### config.mk
export PLATFORM = sky130hd
export DESIGN_NAME = uart_prog_loader
export DESIGN_NICKNAME = d
export VERILOG_FILES = /design/src/rtl/uart_prog_loader.sv
export SDC_FILE = /design/constraint.sdc
export NUM_CORES = 1
export LEC_CHECK = 0
export BUFFER_PORTS_ARGS = -buffer_cell sky130_fd_sc_hd__buf_4
export CAP_MARGIN = 20
export CORE_AREA = 4 4 114 116
export DETAILED_ROUTE_END_ITERATION = 6
export DIE_AREA = 0 0 118 120
export MAX_ROUTING_LAYER = met4
export PLACE_DENSITY_LB_ADDON = 0.05
export SYNTH_ARGS = -nofsm -noshare
export SYNTH_HDL_FRONTEND = slang
export SYNTH_SLANG_ARGS = --single-unit
### constraint.sdc
create_clock -name sys_clk -period 2.5 [get_ports sys_clk]
set_input_delay 0.125 -clock sys_clk [delete_from_list [all_inputs] [get_ports sys_clk]]
set_output_delay 0.125 -clock sys_clk [all_outputs]
set_load 0.01 [all_outputs]
### src/rtl/uart_prog_loader.sv
// UART program loader: receives 8N1 bytes, packs them into 32-bit words,
// writes them to instruction/data memory and acknowledges completion.
//
// Ports:
//   sys_clk      single clock, all state on the rising edge
//   sys_rst_n    asynchronous active-low reset
//   upg_rx_i     UART serial in (8N1, idle high)
//   upg_clk_o    memory write clock (= sys_clk)
//   upg_wen_o    one-cycle word write strobe
//   upg_adr_o    word address, bit 14 selects data memory
//   upg_dat_o    assembled little-endian word
//   upg_done_o   sticky download-complete flag
//   upg_tx_o     UART serial out, sends ACK_BYTE once on completion
//   frame_err_o  sticky framing-error flag
module uart_prog_loader #(
  parameter int          CLKS_PER_BIT = 87,
  parameter int          IDLE_TIMEOUT = 1000000,
  parameter logic [7:0]  ACK_BYTE     = 8'h4B,
  parameter logic [14:0] ADR_INIT     = 15'h0000
) (
  input  logic        sys_clk,
  input  logic        sys_rst_n,
  input  logic        upg_rx_i,
  output logic        upg_clk_o,
  output logic        upg_wen_o,
  output logic [14:0] upg_adr_o,
  output logic [31:0] upg_dat_o,
  output logic        upg_done_o,
  output logic        upg_tx_o,
  output logic        frame_err_o
);

  localparam int CW = $clog2(CLKS_PER_BIT + 1);
  localparam int IW = $clog2(IDLE_TIMEOUT + 1);

  localparam logic [CW-1:0] FULL_M1 =
    CW'(CLKS_PER_BIT - 1);
  localparam logic [CW-1:0] HALF_M1 =
    CW'(CLKS_PER_BIT / 2 - 1);
  localparam logic [IW-1:0] TMO =
    IW'(IDLE_TIMEOUT);
  localparam logic [14:0] ADR_LAST = 15'h7FFF;

  typedef enum logic [2:0] {
    R_IDLE,
    R_START,
    R_DATA,
    R_STOP,
    R_DONE
  } rx_state_t;

  typedef enum logic [2:0] {
    T_IDLE,
    T_START,
    T_DATA,
    T_STOP,
    T_HALT
  } tx_state_t;

  rx_state_t rx_st, rx_nxt;
  tx_state_t tx_st, tx_nxt;

  logic          rx_s1, rx_s2, rx_prev;
  logic          rx_fall;
  logic [CW-1:0] rx_cnt;
  logic [2:0]    bit_idx;
  logic [7:0]    shreg;
  logic [1:0]    lane;
  logic [23:0]   wbuf;
  logic [14:0]   adr_cnt;
  logic          wrote;
  logic [IW-1:0] idle_cnt;

  logic rx_half, rx_full, timeout;
  logic rx_cnt_clr, bit_smp;
  logic byte_ok, byte_bad, word_ok;

  logic [CW-1:0] tx_cnt;
  logic [2:0]    tx_idx, idx_nxt;
  logic          tx_full, tx_run, tx_bit;

  assign upg_clk_o = sys_clk;

  assign rx_fall = rx_prev & ~rx_s2;
  assign rx_half = (rx_cnt == HALF_M1);
  assign rx_full = (rx_cnt == FULL_M1);
  assign timeout = (idle_cnt == TMO);
  assign word_ok = byte_ok & (lane == 2'd3);

  // RX state register
  always_ff @(posedge sys_clk or negedge sys_rst_n) begin
    if (!sys_rst_n) rx_st <= R_IDLE;
    else            rx_st <= rx_nxt;
  end

  // RX next state and per-cycle controls
  always_comb begin
    rx_nxt     = rx_st;
    rx_cnt_clr = 1'b1;
    bit_smp    = 1'b0;
    byte_ok    = 1'b0;
    byte_bad   = 1'b0;
    unique case (rx_st)
      R_IDLE: begin
        if (timeout && wrote)
          rx_nxt = R_DONE;
        else if (rx_fall)
          rx_nxt = R_START;
      end
      R_START: begin
        rx_cnt_clr = rx_half;
        // high at mid start bit is a glitch
        if (rx_half)
          rx_nxt = rx_s2 ? R_IDLE : R_DATA;
      end
      R_DATA: begin
        rx_cnt_clr = rx_full;
        bit_smp    = rx_full;
        if (rx_full && bit_idx == 3'd7)
          rx_nxt = R_STOP;
      end
      R_STOP: begin
        rx_cnt_clr = rx_full;
        if (rx_full) begin
          byte_ok  = rx_s2;
          byte_bad = ~rx_s2;
          // last address ends the download
          if (rx_s2 && lane == 2'd3 &&
              adr_cnt == ADR_LAST)
            rx_nxt = R_DONE;
          else
            rx_nxt = R_IDLE;
        end
      end
      R_DONE: rx_nxt = R_DONE;
      default: rx_nxt = R_IDLE;
    endcase
  end

  // RX datapath
  always_ff @(posedge sys_clk or negedge sys_rst_n) begin
    if (!sys_rst_n) begin
      // sync chain resets low so a line that is
      // mid-byte at release never looks like a start
      rx_s1       <= 1'b0;
      rx_s2       <= 1'b0;
      rx_prev     <= 1'b0;
      rx_cnt      <= '0;
      bit_idx     <= 3'd0;
      shreg       <= 8'd0;
      lane        <= 2'd0;
      wbuf        <= 24'd0;
      adr_cnt     <= ADR_INIT;
      wrote       <= 1'b0;
      idle_cnt    <= '0;
      upg_wen_o   <= 1'b0;
      upg_adr_o   <= 15'd0;
      upg_dat_o   <= 32'd0;
      upg_done_o  <= 1'b0;
      frame_err_o <= 1'b0;
    end else begin
      rx_s1   <= upg_rx_i;
      rx_s2   <= rx_s1;
      rx_prev <= rx_s2;

      rx_cnt <= rx_cnt_clr ? '0 : rx_cnt + CW'(1);

      if (bit_smp) begin
        shreg   <= {rx_s2, shreg[7:1]};
        bit_idx <= bit_idx + 3'd1;
      end

      if (byte_bad)
        frame_err_o <= 1'b1;

      if (byte_ok) begin
        lane <= lane + 2'd1;
        case (lane)
          2'd0:    wbuf[7:0]   <= shreg;
          2'd1:    wbuf[15:8]  <= shreg;
          2'd2:    wbuf[23:16] <= shreg;
          default: wbuf        <= wbuf;
        endcase
      end

      upg_wen_o <= word_ok;
      if (word_ok) begin
        upg_dat_o <= {shreg, wbuf};
        upg_adr_o <= adr_cnt;
        wrote     <= 1'b1;
        if (adr_cnt != ADR_LAST)
          adr_cnt <= adr_cnt + 15'd1;
      end

      // saturates when nothing was written yet
      if (!rx_s2 || byte_ok)
        idle_cnt <= '0;
      else if (rx_st == R_IDLE && !timeout)
        idle_cnt <= idle_cnt + IW'(1);

      if (rx_st == R_DONE)
        upg_done_o <= 1'b1;
    end
  end

  // TX state register
  always_ff @(posedge sys_clk or negedge sys_rst_n) begin
    if (!sys_rst_n) tx_st <= T_IDLE;
    else            tx_st <= tx_nxt;
  end

  assign tx_full = (tx_cnt == FULL_M1);
  assign tx_run  = (tx_st == T_START) ||
                   (tx_st == T_DATA)  ||
                   (tx_st == T_STOP);

  // TX next state and next line level
  always_comb begin
    tx_nxt  = tx_st;
    idx_nxt = tx_idx;
    unique case (tx_st)
      T_IDLE: begin
        // leaves IDLE on the edge done rises
        if (rx_st == R_DONE)
          tx_nxt = T_START;
      end
      T_START: begin
        if (tx_full)
          tx_nxt = T_DATA;
      end
      T_DATA: begin
        if (tx_full) begin
          idx_nxt = tx_idx + 3'd1;
          if (tx_idx == 3'd7)
            tx_nxt = T_STOP;
        end
      end
      T_STOP: begin
        if (tx_full)
          tx_nxt = T_HALT;
      end
      T_HALT: tx_nxt = T_HALT;
      default: tx_nxt = T_IDLE;
    endcase

    tx_bit = 1'b1;
    unique case (tx_nxt)
      T_START: tx_bit = 1'b0;
      T_DATA:  tx_bit = ACK_BYTE[idx_nxt];
      default: tx_bit = 1'b1;
    endcase
  end

  // TX datapath
  always_ff @(posedge sys_clk or negedge sys_rst_n) begin
    if (!sys_rst_n) begin
      tx_cnt   <= '0;
      tx_idx   <= 3'd0;
      upg_tx_o <= 1'b1;
    end else begin
      if (!tx_run || tx_full)
        tx_cnt <= '0;
      else
        tx_cnt <= tx_cnt + CW'(1);
      tx_idx   <= idx_nxt;
      upg_tx_o <= tx_bit;
    end
  end

endmodule

==> summary.txt, run 1 <==
max-slew violations: 0
cell count after synthesis: 611
setup bufs post-CTS: 0
Slowest-stage cell, CP: or4_4
layout cells sized above 1: 21.61%
Syn Area/Cell: 10.63 µm²
via count: 4455
initial antenna violation count: 0
pwr dens: 708.3 mW/mm²
initial drt markers: 276
GRT Residual Overflow: 0
largest net degree at the start of global routing: 71
Post-synth EDFFs: 0
final worst-path cycle share: 91.61%
Resize count post-CTS: 0
share of the synthesized area in the top cell type: 57.38%
CP Launch Type: register
Placer Congestion: 0.8264
most common library cells after synthesis: 167 x nand2_1, 149 x dfrtp_1, 53 x nor2_1
Core Region: 0.01191 mm²
fin cells: 841
cts hold-fix bufs: 2
CP cell instances: inv_1 > ha_1 > nand4b_4 > or4_4 > a21oi_2 > mux2_2
# IOs: 55
first-pass GRT wire length: 22850 µm
PnR Total Power: 0.005503 W
clock skew: 0.007238 ns
Yosys warning total: 0
Fin. Hold Viols: 0
Initial Util: 54.55%
Crit path largest cell delay: 0.68 ns
outcome: finished, final reports clean
Final #Nets: 699
largest area contributor in the netlist: dfrtp_1
Place WS: 0.2135 ns
fmax: 436.6 MHz
hpwl dp: 8749 µm
mapped cell area: 0.006497 mm²
CP Max Fanout: 15
DP Cell Count: 804
via density per instance: 5.297
number of port buffers: 54
drt wl/cell: 15.72 µm
post-synthesis register bit count: 150
Slew headroom: 55.52%
total wire length: 13220 µm
die height: 120 µm
fin worst setup slack: 0.2098 ns
vias in the first global route: 4622
number of fill cells: 995
hold slack: 0.1720 ns
Synth cell types: 53
Clock Latency Late Sink: 0.54 ns
drt first pass iters: 4
Peak VDD IR: 0.5698 mV
Post-Syn Nets: 629
WP data required: 2.92 ns
post-route setup TNS: 0 ns
top_reg_cell synth: dfrtp_1
Seq/Total Area, Yosys: 57.79%
Diodes inserted: 0
CP Data Arrival Time: 2.71 ns
Synth-to-Final Area Change: 19.56%
clk slew on worst S/H paths: 0.06 ns
# rows: 40
maxcap violations: 0
Worst-Margin Slew: 0.6672 ns
Area contributors post-synth: dfrtp_1 57%, nand2_1 9.6%, mux2_2 6.6%
Die X: 118 µm
CTS tree: yes
Setup crit end kind: register
final setup violation count: 0
min Tclk post-route: 2.290 ns
static leakage: 4.006 nW
reg2reg setup slack: 0.21 ns
critical path type: register to register
Tot GR Track Use: 21.08%
most frequent cell after synthesis: nand2_1
DRC viols: 0
unrepaired setup endpoints after global routing: false
Final ANT Viol Nets: 0
R2R cell count: 6
area of the die: 0.01416 mm²
ys async rst share: 100.0%
Hold Path Class: primary input to async pin
-- stage by stage --
stage | utilization (%) | instance area, µm²
floorplan | - | 6497
global placement | 59.73 | 7114
detailed placement | 59.73 | 7114
CTS | 65.22 | 7769
global route | 65.22 | 7769
finish | 65.22 | 7769
-- final timing paths --
check / from / end
worst max-delay path: rx_cnt[0] / adr_cnt[1]
worst min-delay path: sys_rst_n / tx_cnt[2]
worst max register to register: rx_cnt[0] / adr_cnt[1]
worst min register to register: rx_s1 / rx_s2
max in group asynchronous: sys_rst_n / lane[0]
min in group sys_clk: upg_rx_i / rx_s1
-- worst max-delay path: cells and delay by family (launching register included) --
| kind | cells | cell delay [ns] |
|---|---|---|
| and+or+nand+nor | 2 | 0.86 |
| buffers and inverters | 1 | 0.07 |
| muxes | 1 | 0.36 |
| DFF | 1 | 0.40 |
| adders and majority gates | 1 | 0.21 |
| AOI/OAI and AO/OA | 1 | 0.26 |
-- power breakdown --
group	leakage, nW	switching, W	internal, W	total (W)
combinational	1.61	0.000167	0.000108	0.000276
clock	0.324	0.00104	0.00165	0.00269
sequential	2.08	0.0000668	0.00247	0.00254
total	4.01	0.00127	0.00423	0.00550
-- cells by family (layout without fill, tap and decap cells) --
| kind of cell | after synthesis | after routing | synth area share (%) |
|---|---|---|---|
| DFF | 150 | 150 | 57.79 |
| buffers and inverters | 37 | 120 | 2.523 |
| AOI/OAI and AO/OA | 27 | 27 | 3.159 |
| and+or+nand+nor | 297 | 297 | 20.70 |
| xor gates and xnor gates | 46 | 46 | 6.201 |
| muxes | 39 | 39 | 6.740 |
| adders and majority gates | 15 | 15 | 2.889 |
-- metal layers --
metal / vias up / part of all wire (%) / GRT usage [%]
li1: 2165 / - / -
met1: 2213 / 47 / 26.31
met2: 58 / 48 / 32.55
met3: 19 / 3.2 / 5.985
met4: 0 / 1.9 / 8.864
met5: - / 0 / -
-- sequential cells by signal, indices dropped and copies added (netlist names) --
register / count
wbuf: 24
wrote: 1
tx_idx: 3
upg_dat_o: 32
tx_st: 3
upg_done_o: 1
bit_idx: 3
rx_cnt: 7
upg_tx_o: 1
idle_cnt: 20
rx_st: 3
rx_prev: 1
shreg: 8
upg_wen_o: 1
upg_adr_o: 15
adr_cnt: 15
rx_s1: 1
tx_cnt: 7
rx_s2: 1
frame_err_o: 1
lane: 2
-- cell usage in the layout, fill, tap and decap left out, drive strengths merged, types with 15 or more instances in the layout --
cell and instances:
nand2 167, dfrtp 149, buf 67, nor2 53, mux2 38, xnor2 27, clkbuf 24, xor2 19
inv 19, nand4 18, ha 15
-- final cells by class --
| type | instances | area (µm²) | share of cell area, % |
|---|---|---|---|
| clock inverters | 11 | 98.84 | 1.272 |
| clock buffers | 25 | 543.0 | 6.990 |
| repair buffers | 68 | 544.3 | 7.006 |
| well taps | 147 | 183.9 | 2.368 |
| flip-flops and latches | 150 | 3755 | 48.33 |
| inverters | 16 | 60.06 | 0.7731 |
| multi-input cells | 424 | 2584 | 33.26 |
(Power assumes the default switching activity.)
==> inputs of run 2 (changes only) <==
--- a/config.mk
+++ b/config.mk
@@ -5,11 +5,13 @@
 export SDC_FILE = /design/constraint.sdc
 export NUM_CORES = 1
 export LEC_CHECK = 0
+export ABC_AREA = 1
 export BUFFER_PORTS_ARGS = -buffer_cell sky130_fd_sc_hd__buf_4
 export CAP_MARGIN = 20
-export CORE_AREA = 4 4 114 116
+export CORE_AREA = 4 4 116 118
+export CTS_BUF_LIST = sky130_fd_sc_hd__clkbuf_8
 export DETAILED_ROUTE_END_ITERATION = 6
-export DIE_AREA = 0 0 118 120
+export DIE_AREA = 0 0 120 122
 export MAX_ROUTING_LAYER = met4
 export PLACE_DENSITY_LB_ADDON = 0.05
 export SYNTH_ARGS = -nofsm -noshare
==> run 2 against run 1 <==
Against the previous run: count of clock-buffer cells in the layout shrank 3; die area is 3.4% higher; global-route usage up 1.0 points.
==> summary.txt, run 2 <==
clk slew on worst S/H paths: 0.08 ns (+0.02 ns)
number of flip-flops in the largest register: 32 (unchanged)
total wire length: 14410 µm (+9.0%)
Hold Path Class: primary input to async pin
initial antenna violation count: 0 (unchanged)
drt first pass iters: 7 (+3)
outcome: finished, final reports clean
critical path type: register to register
cell count after synthesis: 788 (+29%)
commonest non-fill, non-tap cell in the layout: nand2_1
Compound-Gate Fraction of Synth Area: 7.257% (+4.1 points)
clock skew: 0.007517 ns (+0.0002782 ns)
Largest regs: upg_dat_o (32), wbuf (24), idle_cnt (20)
# rows: 41 (+2.5%)
post-synthesis register bit count: 150 (unchanged)
area share of fa/ha/maj cells after synthesis: 2.777% (-0.11 points)
Die X: 120 µm (+1.7%)
Final #Nets: 873 (+25%)
max-slew violations: 0 (unchanged)
Seq/Total Area, Yosys: 55.55% (-2.2 points)
Diodes inserted: 0 (unchanged)
post-route setup TNS: 0 ns (unchanged)
layout cells sized above 1: 12.44% (-9.2 points)
static leakage: 3.902 nW (-2.6%)
vias in the first global route: 5242 (+13%)
most frequent cell after synthesis: nand2_1
area of the die: 0.01464 mm² (+3.4%)
Worst-Margin Slew: 0.5012 ns (-0.1660 ns)
CP cell instances: inv_1 > ha_1 > nand2_1 > nor2_1 > nand3_1 > nor3_4 > nor2_1 > nand2_1 > buf_4 > o21ai_0
Core Region: 0.01247 mm² (+4.7%)
final instance area: 0.007898 mm² (+1.7%)
Yosys warning total: 0 (unchanged)
mapped cell area: 0.006759 mm² (+4.0%)
GRT Residual Overflow: 0 (unchanged)
Slew headroom: 66.33% (+11 points)
initial drt markers: 453 (+64%)
first-pass GRT wire length: 24840 µm (+8.7%)
fmax: 473.5 MHz (+8.4%)
final setup violation count: 0 (unchanged)
Synth-to-Final Area Change: 16.85%
Tot GR Track Use: 22.11% (+1.0 points)
Placer Congestion: 0.8820 (+6.7%)
Simple-Gate Fraction of Synth Area: 25.71% (+5.0 points)
DRC viols: 0 (unchanged)
Syn Area/Cell: 8.577 µm² (-19%)
largest area contributor in the netlist: dfrtp_1
Final ANT Viol Nets: 0 (unchanged)
Initial Util: 54.22% (-0.33 points)
# IOs: 55 (unchanged)
Placed Area: 0.007366 mm² (+3.5%)
largest net degree at the start of global routing: 67 (-5.6%)
Setup crit end kind: register
setup bufs post-CTS: 0 (unchanged)
CP Data Arrival Time: 2.54 ns (-0.17 ns)
Post-Syn Nets: 806 (+28%)
final worst-path cycle share: 84.48% (-7.1 points)
fin util: 63.35% (-1.9 points)
post-synthesis xor/xnor area fraction: 2.721% (-3.5 points)
number of port buffers: 54 (unchanged)
share of the synthesized area in the top cell type: 55.16% (-2.2 points)
Fin. Hold Viols: 0 (unchanged)
pwr dens: 676.0 mW/mm² (-4.6%)
unrepaired setup endpoints after global routing: false
hpwl dp: 10100 µm (+15%)
via density per instance: 5.174 (-2.3%)
Crit path largest cell delay: 0.41 ns (-0.27 ns)
min Tclk post-route: 2.112 ns (-0.1783 ns)
Post-synth EDFFs: 0 (unchanged)
most common library cells after synthesis: 174 x nand2_1, 149 x dfrtp_1, 128 x nor2_1
Synth cell types: 32 (-40%)
WP data required: 2.92 ns (about the same)
most frequent cells in the layout: 174 x nand2_1, 149 x dfrtp_1, 127 x nor2_1
Clock Latency Late Sink: 0.55 ns (about the same)
drt wl/cell: 13.86 µm (-12%)
largest family of logic cells by synthesized area: simple AND/OR/NAND/NOR gates
Slowest-stage cell, CP: dfrtp_1
maxcap violations: 0 (unchanged)
CP Launch Type: register
CTS tree: yes
die height: 122 µm (+1.7%)
Top reg by flops: upg_dat_o
top_reg_cell synth: dfrtp_1
Area contributors post-synth: dfrtp_1 55%, nand2_1 9.7%, nor2_1 7.1%
via count: 5381 (+21%)
Peak VDD IR: 0.4101 mV (-28%)
CP Max Fanout: 9 (-6)
post-synthesis mux area share: 0.3332% (-6.4 points)
ys async rst share: 100.0% (unchanged)
-- run 2: changes by cell type after synthesis, sizes merged, moves of 5 or more --
cell,before,now
or3,5,0
nor3,5,22
mux2,38,2
nand3,12,47
nand4,18,23
nor2,53,129
nand2,167,174
o21ai,4,84
xnor2,27,3
inv,16,76
-- run 2: stage by stage --
stage               hold WS [ns]  worst slack (ns)  cells  total power, W
floorplan                -0.1706            0.7687    788        0.002910
global placement         0.09926            0.4508   1003        0.003066
detailed placement        0.1078            0.3963   1003        0.003089
CTS                      0.08289            0.3660   1040        0.005392
global route             0.09891            0.1422   1040        0.005585
finish                   0.07730            0.3880   1040        0.005338
-- run 2: cell type report --
cell class	count	area (µm²)
inverter	77	289.0
tap	172	215.2
timing repair buffer	63	494.2
clock inverter	14	222.7
clock buffer	22	296.5
sequential	150	3755
fill	1139	4568
multi-input combinational	542	2625
-- run 2: critical path, delay by kind of cell, from the launching register on --
| kind | cells | cell delay (ns) |
|---|---|---|
| buffers and inverters | 2 | 0.29 |
| flip-flops | 1 | 0.41 |
| AND/OR/NAND/NOR | 6 | 1.04 |
| adder cells (fa/ha/maj) | 1 | 0.15 |
| AO/OA/AOI/OAI | 1 | 0.09 |
-- run 2: path summary, 6_finish.rpt --
kind / to / cells after the start / slack (ns) / startpoint
setup / recovery: idle_cnt[3] / 10 / 0.39 / rx_cnt[0]
hold / removal: idle_cnt[4] / 2 / 0.08 / sys_rst_n
setup reg to reg: idle_cnt[3] / 10 / 0.39 / rx_cnt[0]
hold reg to reg: rx_s2 / 0 / 0.36 / rx_s1
max in group asynchronous: upg_dat_o[28] / 3 / 1.59 / sys_rst_n
min in group sys_clk: rx_s1 / 2 / 0.21 / upg_rx_i
-- run 2: what timing repair did --
| item | in CTS | in global routing |
|---|---|---|
| resized for setup | 0 | 0 |
| hold endpoints to repair | 116 | 0 |
| hold buffers | 2 | 0 |
-- run 2: cells by family (layout without fill, tap and decap cells) --
kind of cell             after synthesis  count (layout)
AND/OR/NAND/NOR                      408             408
adder cells (fa/ha/maj)               15              15
AO/OA/AOI/OAI                         96              96
buffers and inverters                 96             176
XOR/XNOR                              21              21
multiplexers                           2               2
flip-flops                           150             150
-- run 2: power by group --
part | leakage, nW | switching, W | internal (W) | total, W
combinational | 1.57 | 0.000347 | 0.000133 | 0.000479
sequential | 2.08 | 0.0000568 | 0.00248 | 0.00253
clock | 0.257 | 0.000979 | 0.00135 | 0.00233
total | 3.90 | 0.00138 | 0.00396 | 0.00534
-- run 2: per-layer routing --
layer,global-route usage [%],routed length (µm)
met1,28.24,6653
met2,34.35,6914
met3,5.292,592
met4,8.876,252
met5,-,0
